[src/rtl/multicycle_control.sv]
// Multicycle control FSM for the TSC CPU: sequences IF/ID/EX/MEM/WB, runs the
// memory read/write handshakes, counts retired instructions and flags halt.
module multicycle_control #(
    parameter int CNT_W = 16
) (
    input  logic             clk,
    input  logic             reset,
    input  logic [3:0]       opcode,
    input  logic [5:0]       func,
    input  logic             inputReady,
    input  logic             ackOutput,
    output logic             readM,
    output logic             writeM,
    output logic             i_or_d,
    output logic             ir_write,
    output logic             pc_write,
    output logic             pc_write_cond,
    output logic [1:0]       pc_src,
    output logic             reg_write,
    output logic [1:0]       reg_dst,
    output logic [1:0]       wb_src,
    output logic [1:0]       alu_src_b,
    output logic             IsALU,
    output logic             output_active,
    output logic             is_halted,
    output logic [CNT_W-1:0] num_inst
);

    typedef enum logic [2:0] {
        S_IF,
        S_ID,
        S_EX,
        S_MEM,
        S_WB,
        S_HLT
    } state_t;

    typedef enum logic [3:0] {
        K_RTYPE,
        K_ADI,
        K_ORI,
        K_LHI,
        K_LWD,
        K_SWD,
        K_BRANCH,
        K_JMP,
        K_JAL,
        K_JPR,
        K_JRL,
        K_WWD,
        K_HLT,
        K_NOP
    } kind_t;

    state_t           state_q, state_d;
    logic [CNT_W-1:0] num_inst_q, num_inst_d;
    kind_t            kind;
    logic             mem_read;
    logic             mem_write;
    logic             retire;

    // Classify the held IR; anything not in the ISA collapses to a NOP.
    always_comb begin
        kind = K_NOP;
        case (opcode)
            4'd0, 4'd1, 4'd2, 4'd3: kind = K_BRANCH;
            4'd4:  kind = K_ADI;
            4'd5:  kind = K_ORI;
            4'd6:  kind = K_LHI;
            4'd7:  kind = K_LWD;
            4'd8:  kind = K_SWD;
            4'd9:  kind = K_JMP;
            4'd10: kind = K_JAL;
            4'd15: begin
                case (func)
                    6'd0, 6'd1, 6'd2, 6'd3,
                    6'd4, 6'd5, 6'd6, 6'd7: kind = K_RTYPE;
                    6'd25:   kind = K_JPR;
                    6'd26:   kind = K_JRL;
                    6'd28:   kind = K_WWD;
                    6'd29:   kind = K_HLT;
                    default: kind = K_NOP;
                endcase
            end
            default: kind = K_NOP;
        endcase
    end

    always_ff @(posedge clk or posedge reset) begin
        if (reset) begin
            state_q    <= S_IF;
            num_inst_q <= '0;
        end else begin
            state_q    <= state_d;
            num_inst_q <= num_inst_d;
        end
    end

    always_comb begin
        state_d = state_q;
        case (state_q)
            S_IF: begin
                if (inputReady) state_d = S_ID;
            end
            S_ID: begin
                case (kind)
                    K_JMP, K_JPR, K_NOP: state_d = S_IF;
                    K_JAL, K_JRL:        state_d = S_WB;
                    K_HLT:               state_d = S_HLT;
                    default:             state_d = S_EX;
                endcase
            end
            S_EX: begin
                case (kind)
                    K_LWD, K_SWD:                   state_d = S_MEM;
                    K_RTYPE, K_ADI, K_ORI, K_LHI:   state_d = S_WB;
                    default:                        state_d = S_IF;
                endcase
            end
            S_MEM: begin
                if (kind == K_LWD) begin
                    if (inputReady) state_d = S_WB;
                end else if (kind == K_SWD) begin
                    if (ackOutput) state_d = S_IF;
                end else begin
                    state_d = S_IF;
                end
            end
            S_WB:    state_d = S_IF;
            S_HLT:   state_d = S_HLT;
            default: state_d = S_IF;
        endcase
    end

    // An instruction retires on the edge that leaves it for IF or HLT.
    always_comb begin
        retire = (state_q != S_IF) && (state_q != S_HLT) &&
                 ((state_d == S_IF) || (state_d == S_HLT));
        num_inst_d = retire ? (num_inst_q + CNT_W'(1)) : num_inst_q;
    end

    always_comb begin
        mem_read      = 1'b0;
        mem_write     = 1'b0;
        i_or_d        = 1'b0;
        pc_write      = 1'b0;
        pc_write_cond = 1'b0;
        pc_src        = 2'd0;
        reg_write     = 1'b0;
        reg_dst       = 2'd0;
        wb_src        = 2'd0;
        alu_src_b     = 2'd0;
        IsALU         = 1'b0;
        output_active = 1'b0;
        is_halted     = 1'b0;
        case (state_q)
            S_IF: begin
                mem_read = 1'b1;
            end
            S_ID: begin
                pc_write = (kind != K_HLT);
                case (kind)
                    K_JMP, K_JAL: pc_src = 2'd2;
                    K_JPR, K_JRL: pc_src = 2'd3;
                    default:      pc_src = 2'd0;
                endcase
            end
            S_EX: begin
                IsALU = (opcode == 4'd15);
                case (kind)
                    K_ADI, K_LWD, K_SWD, K_BRANCH: alu_src_b = 2'd1;
                    K_ORI:                         alu_src_b = 2'd2;
                    default:                       alu_src_b = 2'd0;
                endcase
                if (kind == K_BRANCH) begin
                    pc_write_cond = 1'b1;
                    pc_src        = 2'd1;
                end
                output_active = (kind == K_WWD);
            end
            S_MEM: begin
                i_or_d    = 1'b1;
                mem_read  = (kind == K_LWD);
                mem_write = (kind == K_SWD);
            end
            S_WB: begin
                reg_write = 1'b1;
                case (kind)
                    K_RTYPE: begin
                        reg_dst = 2'd1;
                        wb_src  = 2'd0;
                    end
                    K_LHI:   wb_src = 2'd3;
                    K_LWD:   wb_src = 2'd1;
                    K_JAL, K_JRL: begin
                        reg_dst = 2'd2;
                        wb_src  = 2'd2;
                    end
                    default: begin
                        reg_dst = 2'd0;
                        wb_src  = 2'd0;
                    end
                endcase
            end
            S_HLT: begin
                is_halted = 1'b1;
            end
            default: begin
                mem_read = 1'b0;
            end
        endcase
    end

    // Memory strobes and the IR latch drop the instant reset rises, even though
    // the state register already reads IF.
    assign readM    = mem_read & ~reset;
    assign writeM   = mem_write & ~reset;
    assign ir_write = (state_q == S_IF) & inputReady & ~reset;
    assign num_inst = num_inst_q;

endmodule

[config.mk]
export PLATFORM = sky130hd
export DESIGN_NAME = multicycle_control
export DESIGN_NICKNAME = d
export VERILOG_FILES = /design/src/rtl/multicycle_control.sv
export SDC_FILE = /design/constraint.sdc
export NUM_CORES = 1
export LEC_CHECK = 0
export ABC_CLOCK_PERIOD_IN_PS = 2500
export CAP_MARGIN = 10
export CORE_ASPECT_RATIO = 1.25
export CORE_MARGIN = 2
export CORE_UTILIZATION = 48
export CTS_CLUSTER_DIAMETER = 40
export DETAILED_ROUTE_END_ITERATION = 8
export GPL_TIMING_DRIVEN = 0
export PLACE_DENSITY_LB_ADDON = 0.3
export SLEW_MARGIN = 20
export SYNTH_ARGS = -nofsm -noshare
export SYNTH_HDL_FRONTEND = slang
export SYNTH_SLANG_ARGS = --single-unit
[constraint.sdc]
create_clock -name clk -period 2.5 [get_ports clk]
set_clock_uncertainty 0.2 [all_clocks]
set_input_delay 0.375 -clock clk [delete_from_list [all_inputs] [get_ports clk]]
set_output_delay 0.375 -clock clk [all_outputs]
set_load 0.1 [all_outputs]
==> flow_summary.ini, run 1 <==
[worst_hold_path]
hp-class = reg -> reg
min_from = num_inst[15]
holdPathStages = 1
min_to = num_inst[15]

[placement]
dp_cells = 262
gp_congestion = 0.858
io_buffers = 45
hpwl_mm = 3.44
dpl_worst_slack_ns = -1.79

[critical_path]
max_stage_delay_ns = 0.40
path_max_fanout = 7
end_kind = output port
worstRegToRegCells = 7
reg2reg_slack_ns = 0.09
start_kind = input port
critPathKind = in -> out
cp.arrival_ns = 2.09
reg2reg_to = num_inst[4]
worstPathRequired_ns = 1.92
crit_slowest_cell = or3_4
r2r_start = state_q[1]
path_cells = buf_8 > inv_6 > ha_4 > mux2i_4 > nor4b_2 > or3_1 > buf_6 > nand2_4 > or3_4 > a21oi_4 > buf_12

[layout]
fin_nets = 270
final_cell_count_no_fill = 290
n_antenna_cell = 0
synthToLayoutAreaGrowth_pct = 69.7
fill_cells = 186
layout-drive-gt1-share = 0.554

[clocking]
cts_tree = built
cts_root_buf = clkbuf_8
cts_htree_levels = 1
insertion_delay_ns = 0.26
cts.clk_slew.worst_paths_ns = 0.07
numCtsBuffers = 3
hold_buffers = 0
cts_num_sinks = 19
clockBufferDepth = 2

[yosys]
synth_cells = 178
synth_area_leaders = dfrtp_1 27%, xnor2_1 7.6%, nand3_2 5.2%
yosysTopAreaCellShare = 0.274
synthDistinctLibCells = 56
ys_seq_area_frac = 0.274
yosys_warnings = 0
synth_common_cells = 19 x dfrtp_1, 17 x nand2_1, 15 x xnor2_1
yosys_register_bits = 19
synthMostInstantiatedCell = dfrtp_1
syn_area_um2 = 1740
synth_ff_type = dfrtp_1
synthArstFlopShare = 1.00
synth_enable_flop_cells = 0
synth_nets = 196
avgSynthCellArea_um2 = 9.76
synth_top_area_cell = dfrtp_1

[sta]
relSlewSlack = 0.341
setup_slack_ns = -0.161
final_max_slew_viol_count = 0
tightest_slew_ns = 0.985
rsz0062_at_grt = true
hold_violations = 0
layout_worst_path_cycle_share = 1.06
fin_crit_ns = 2.66
setup_viol = 10
fmax_ghz = 0.376

[power_and_ir_drop]
pwr-share-clk = 0.086
irDropWorstVdd_mv = 1.10
p_int_mw = 1.07
p_leak_nw = 1.15
seq_power_share = 0.195
swShare = 0.569
powerDensity_nw_per_um2 = 841
p_switching_mw = 1.41
comb_power_share = 0.719

[drt]
totalWireLength_mm = 5.71
ant_nets = 0
drt_pre_antenna_iters = 4
vias_per_cell = 6.16
post-route-drc-count = 0
drt_iter0_markers = 111
wire_per_inst_um = 19.7
vias = 1786

[floorplan]
initial_utilization = 0.499
die_area_um2 = 4120
die_y_um = 71.3
core_area_um2 = 3480
placementRows = 24
die_w_um = 57.8
num_io_pins = 48

[global_routing]
grt_use_total = 0.266
antenna_found_initial = 0
grt_max_degree = 20
first_global_vias = 1858
grt.overflow.total = 0
grt_pass1_wl_mm = 8.63

[run]
maxCapViolations = 0

[status]
violations = negative setup slack
status = finished, violations left
[cells in the final DEF (no fill, tap or decap), drive strengths merged, types with 2 or more instances in the layout]
master | synthesis | routed
buf | 9 | 54
nand2 | 21 | 21
clkdlybuf4s50 | 0 | 19
dfrtp | 19 | 19
xnor2 | 15 | 15
nand3 | 13 | 13
nand4 | 10 | 10
nor2 | 9 | 9
inv | 8 | 8
a21oi | 6 | 6
nor3 | 6 | 6
mux2i | 6 | 6
and3 | 5 | 5
clkdlybuf4s15 | 0 | 4
or3 | 4 | 4
clkbuf | 0 | 4
ha | 4 | 4
nor4 | 3 | 3
a221oi | 3 | 3
nand2b | 3 | 3
o21a | 3 | 3
and2 | 3 | 3
o221ai | 2 | 2
nand4b | 2 | 2
o21ai | 2 | 2
o211ai | 2 | 2
nor4b | 2 | 2
a211oi | 2 | 2
mux2 | 2 | 2
[registers in the layout, summed over array words and instances (netlist names)]
name,flops
num_inst,16
state_q,3
[through the flow]
step                      hold slack (ns)   util  TNS, ns  power (mW)  area, µm²
after floorplan                     0.126      -    -3.45        1.70       1970
final                               0.268  0.846    -1.04        2.48       2950
after detailed placement            0.262  0.708   -34.75        2.02       2470
after global placement              0.262  0.708   -34.08        1.99       2470
after global routing                0.312  0.846    -2.37        2.58       2950
after CTS                           0.276  0.805   -0.927        2.36       2800
[layer usage]
metal	share of wire	global-route usage	up-vias	wire length, µm
li1	-	-	799	-
met1	0.35	0.298	864	2000
met2	0.56	0.494	91	3200
met3	0.042	0.0253	32	240
met4	0.047	0.124	0	271
met5	0	0	-	0
[timing repair]
action / in CTS / in global routing
gates cloned: 0 / 0
buffers inserted: 16 / 8
endpoints found under the hold margin: 0 / 0
resized for setup: 179 / 22
endpoints found under the setup margin: 37 / 29
pin swaps: 14 / 12
[area by class of cell]
type | count | area (µm²) | area share
Sequential cell | 19 | 483 | 0.164
Timing Repair Buffer | 69 | 732 | 0.248
Buffer | 9 | 123 | 0.0416
Inverter | 8 | 47.5 | 0.0161
Tap cell | 39 | 48.8 | 0.0166
Multi-Input combinational cell | 142 | 1470 | 0.498
Clock buffer | 3 | 41.3 | 0.0140
Clock inverter | 1 | 5.00 | 0.00170
[critical path, delay by kind of cell]
family	cells	cell delay (ns)
compound gates	1	0.16
fa+ha+maj	1	0.15
buf+inv	4	0.49
mux	1	0.07
simple gates	4	0.83
[logic make-up after synthesis]
kind of cell,after synthesis,synth area share
flops,19,0.274
buf+inv,17,0.0699
mux,8,0.0569
xor+xnor,16,0.0807
simple gates,87,0.332
compound gates,27,0.158
fa+ha+maj,4,0.0288
[worst max-delay path by stage]
stage | to | depth (start not counted) | from | slack, ns
2_1_floorplan | wb_src[1] | 9 | func[0] | -0.64
4_1_cts | wb_src[0] | 11 | func[1] | -0.14
3_5_place_dp | wb_src[0] | 11 | func[0] | -1.79
3_3_place_gp | wb_src[0] | 11 | func[0] | -1.76
5_1_grt | wb_src[0] | 11 | func[1] | -0.26
6_report | wb_src[0] | 11 | func[1] | -0.16
[power groups by stage]
stage	Sequential [mW]	Combinational (mW)	Clock [mW]
6_report	0.484	1.78	0.212
5_1_grt	0.496	1.86	0.226
4_1_cts	0.474	1.67	0.218
3_5_place_dp	0.476	1.54	0
3_3_place_gp	0.471	1.52	0
2_1_floorplan	0.819	0.880	0
Note: power is estimated with default switching activity, not from simulation.
==> run 2: changes to the inputs <==
--- a/config.mk
+++ b/config.mk
@@ -7,9 +7,11 @@
 export LEC_CHECK = 0
 export ABC_CLOCK_PERIOD_IN_PS = 2500
 export CAP_MARGIN = 10
-export CORE_ASPECT_RATIO = 1.25
+export CELL_PAD_IN_SITES_DETAIL_PLACEMENT = 1
+export CELL_PAD_IN_SITES_GLOBAL_PLACEMENT = 1
+export CORE_ASPECT_RATIO = 0.5
 export CORE_MARGIN = 2
-export CORE_UTILIZATION = 48
+export CORE_UTILIZATION = 36
 export CTS_CLUSTER_DIAMETER = 40
 export DETAILED_ROUTE_END_ITERATION = 8
 export GPL_TIMING_DRIVEN = 0
==> run 2 against run 1 <==
- the flow still finishes with violations (negative setup slack)
- die area is 32% higher
- maximum frequency fell by 3.4%
- critical path depth fell by 1
- sequential power is 2% higher
- sequential share of layout area down 1.7 points
- utilization down 12 points
- clock power up 5%
- largest power group unchanged
==> flow_summary.ini, run 2 (synthesis gave the netlist of run 1 again) <==
[status]
status = finished, violations left
violations = negative setup slack

[run]
maxCapViolations = 0

[drt]
drt-met1-wl_mm = 3.30
totalWireLength_mm = 7.98
drt_iter0_markers = 33
met2_length_mm = 4.04
vias_per_cell = 5.67
post-route-drc-count = 0
vias = 1870
met3_length_um = 304
highest_layer = met4
ant_nets = 0
wire_per_inst_um = 24.2
drt_pre_antenna_iters = 4

[power_and_ir_drop]
swShare = 0.560
pwr-share-clk = 0.080
comb_power_share = 0.741
powerDensity_nw_per_um2 = 846
p_int_mw = 1.22
irDropWorstVdd_mv = 0.954
seq_power_share = 0.179
power_mw = 2.77
p_switching_mw = 1.55
p_leak_nw = 1.33

[layout]
fin_nets = 283
final_cell_mix = 27 x buf_4, 18 x buf_12, 18 x clkdlybuf4s50_1
final_cell_count_no_fill = 330
synthToLayoutAreaGrowth_pct = 88.8
multi_input_area_um2 = 1560
stdcell_area_um2 = 3280
n_antenna_cell = 0
ff_latch_area_um2 = 483
largest_reg_flops = 16
fill_cells = 452
layout-drive-gt1-share = 0.610
final_common_cell = buf_4

[floorplan]
initial_utilization = 0.385
die_y_um = 53.1
die_area_um2 = 5430
placementRows = 17
core_area_um2 = 4510
num_io_pins = 48
die_w_um = 102

[clocking]
clockBufferDepth = 2
hold_buffers = 0
cts_tree = built
numCtsBuffers = 3
cts.clk_slew.worst_paths_ns = 0.07
insertion_delay_ns = 0.26
cts_num_sinks = 19
cts_root_buf = clkbuf_8
cts_htree_levels = 1

[sta]
tightest_slew_ns = 0.993
fin_tns_setup_ns = -3.02
relSlewSlack = 0.336
hold_violations = 0
layout_worst_path_cycle_share = 1.10
setup_slack_ns = -0.256
rsz0062_at_grt = true
whs_ns = 0.280
setup_viol = 29
fmax_ghz = 0.363
final_max_slew_viol_count = 0
fin_crit_ns = 2.76

[placement]
dpl_cell_area_um2 = 2500
dp_cells = 289
hpwl_mm = 3.64
io_buffers = 45
gp_congestion = 0.785

[critical_path]
critPathKind = in -> out
start_kind = input port
cp.arrival_ns = 2.18
path_max_fanout = 6
worstPathRequired_ns = 1.92
end_kind = output port

[global_routing]
grt_max_degree = 20
antenna_found_initial = 0
grt_use_total = 0.238
grt_pass1_wl_mm = 9.74
first_global_vias = 1897
grt.overflow.total = 0

[worst_hold_path]
hp-class = reg -> reg
-- run 2: changes by cell type in the layout (fill, tap and decap cells not counted), moves of 2 or more --
cell     delta
buf_8       -2
xnor2_2     +3
xnor2_1     -3
buf_6       +2
nand3_4     +2
buf_4       +6
nand3_2     -2
buf_12      +6
-- run 2: metrics by stage --
stage,setup slack [ns],util
2_1_floorplan,-0.640,-
3_3_place_gp,-1.79,0.554
3_5_place_dp,-1.83,0.554
4_1_cts,-0.174,0.647
5_1_grt,-0.306,0.727
6_report,-0.256,0.727
-- run 2: layout make-up --
| type | count | area share |
|---|---|---|
| Multi-Input combinational cell | 142 | 0.475 |
| Timing Repair Buffer | 83 | 0.287 |
| Sequential cell | 19 | 0.147 |
| Buffer | 8 | 0.0366 |
| Tap cell | 66 | 0.0252 |
| Inverter | 8 | 0.0145 |
| Clock buffer | 3 | 0.0126 |
| Clock inverter | 1 | 0.00153 |
-- run 2: power groups by stage --
| stage | Clock (mW) | Combinational (mW) | Sequential, mW |
|---|---|---|---|
| global placement | 0 | 1.53 | 0.478 |
| detailed placement | 0 | 1.56 | 0.477 |
| global route | 0.237 | 2.12 | 0.507 |
| CTS | 0.222 | 1.72 | 0.476 |
| finish | 0.223 | 2.05 | 0.496 |
| floorplan | 0 | 0.880 | 0.819 |
-- run 2: critical path: stages --
cell and delay [ns]:
buf_12 0.11, inv_12 0.05, ha_4 0.19, mux2i_1 0.19, o221ai_2 0.16, a32oi_2 0.30
inv_2 0.17, mux2_4 0.32, nor2_4 0.11, buf_12 0.18
-- run 2: path summary, 6_finish.rpt --
path / endpoint / slack (ns) / depth (start not counted) / startpoint
worst max-delay path: alu_src_b[0] / -0.26 / 10 / func[0]
worst min-delay path: num_inst[5] / 0.28 / 1 / num_inst[5]
worst max register to register: num_inst[1] / 0.02 / 8 / state_q[0]
worst min register to register: num_inst[5] / 0.28 / 1 / num_inst[5]
max in group asynchronous: num_inst[4] / 1.15 / 2 / reset
min in group asynchronous: num_inst[0] / 0.45 / 2 / reset
-- run 2: metal layers --
layer,track usage,vias to the layer above
li1,-,827
met1,0.282,939
met2,0.478,74
met3,0.00925,30
met4,0.0622,0
met5,0,-
-- run 2: timing repair --
| action | in CTS | in global routing |
|---|---|---|
| buffers inserted | 16 | 21 |
| setup endpoints to repair | 37 | 32 |
| cloned | 1 | 1 |
| resized for setup | 181 | 43 |
| pin swaps | 16 | 26 |
==> RTL edit (flow settings as in run 2) <==
Re-encode `state_t` (6 states) as Gray code, 3 bits wide.
--- a/src/rtl/multicycle_control.sv
+++ b/src/rtl/multicycle_control.sv
@@ -27,12 +27,12 @@
 );
 
     typedef enum logic [2:0] {
-        S_IF,
-        S_ID,
-        S_EX,
-        S_MEM,
-        S_WB,
-        S_HLT
+        S_IF  = 3'b000,
+        S_ID  = 3'b001,
+        S_EX  = 3'b011,
+        S_MEM = 3'b010,
+        S_WB  = 3'b110,
+        S_HLT = 3'b111
     } state_t;
 
     typedef enum logic [3:0] {
Function: same outputs for any inputs over 10 cycles, from zero or initial values and one cycle with reset high; not proved beyond that.
==> RTL edit against run 2 <==
- the flow now stops in global routing
- area after synthesis down 3.3%
==> RTL edit: results (changes against run 2) <==
| Metric | Value |
|---|---|
| Placed Instances | 290 (+0.35%) |
| Number of buffers created by CTS | 3 (unchanged) |
| Final GP Congestion | 0.782 (-0.33%) |
| Worst endpoint type | top-level output |
| Worst_ep grt | readM |
| # H-tree levels | 1 (unchanged) |
| Pin count of the biggest net entering global routing | 20 |
| Synthesized Nets | 205 (+4.6%) |
| Netlist cell types | 61 (+8.9%) |
| Seq/Total Area, Yosys | 0.283 (+0.00938) |
| Ranking of synthesized cells by area | dfrtp_1 (28%), xnor2_1 (8.3%), o211ai_2 (4.5%) |
| Seq cells post-synth | 19 (unchanged) |
| Top cells by count, synth | dfrtp_1 (19), xnor2_1 (16), nor2_1 (12), nand2_1 (10) |
| Main flop type after synthesis | dfrtp_1 |
| CTS max path bufs | 2 (unchanged) |
| Last stage | global routing |
| Hpwl dp | 3.95 mm (+8.4%) |
| Run Error | [ERROR DPL-0033] detailed placement checks failed during check placement. |
| Share of the synthesized area in the top cell type | 0.283 (+0.00938) |
| Asr flop ratio synth | 1.00 (unchanged) |
| YS warnings | 0 (unchanged) |
| Gate Count Post-Synth | 187 (+5.1%) |
| Initial antenna violation count | 0 |
| Clock root cell | clkbuf_8 |
| Port bufs | 46 (+2.2%) |
| Status | aborted with a tool error |
RTL edit: what timing repair did:
action | in CTS
setup buffers | 29
pin swaps | 43
endpoints found under the hold margin | 0
setup endpoints to repair | 38
gates resized for setup | 201
cloned | 3
RTL edit: kinds of logic after synthesis:
| family | share of synthesized area |
|---|---|
| AO/OA/AOI/OAI | 0.261 |
| XOR/XNOR | 0.0835 |
| adder cells (fa/ha/maj) | 0.0298 |
| buffers and inverters | 0.0767 |
| flip-flops | 0.283 |
| multiplexers | 0.0238 |
| AND/OR/NAND/NOR | 0.242 |
RTL edit: stage by stage:
stage | instance area [µm²] | worst slack, ns
2_1_floorplan | 2050 | -1.08
3_3_place_gp | 2590 | -2.02
3_5_place_dp | 2590 | -2.10
4_1_cts | 3200 | -0.273
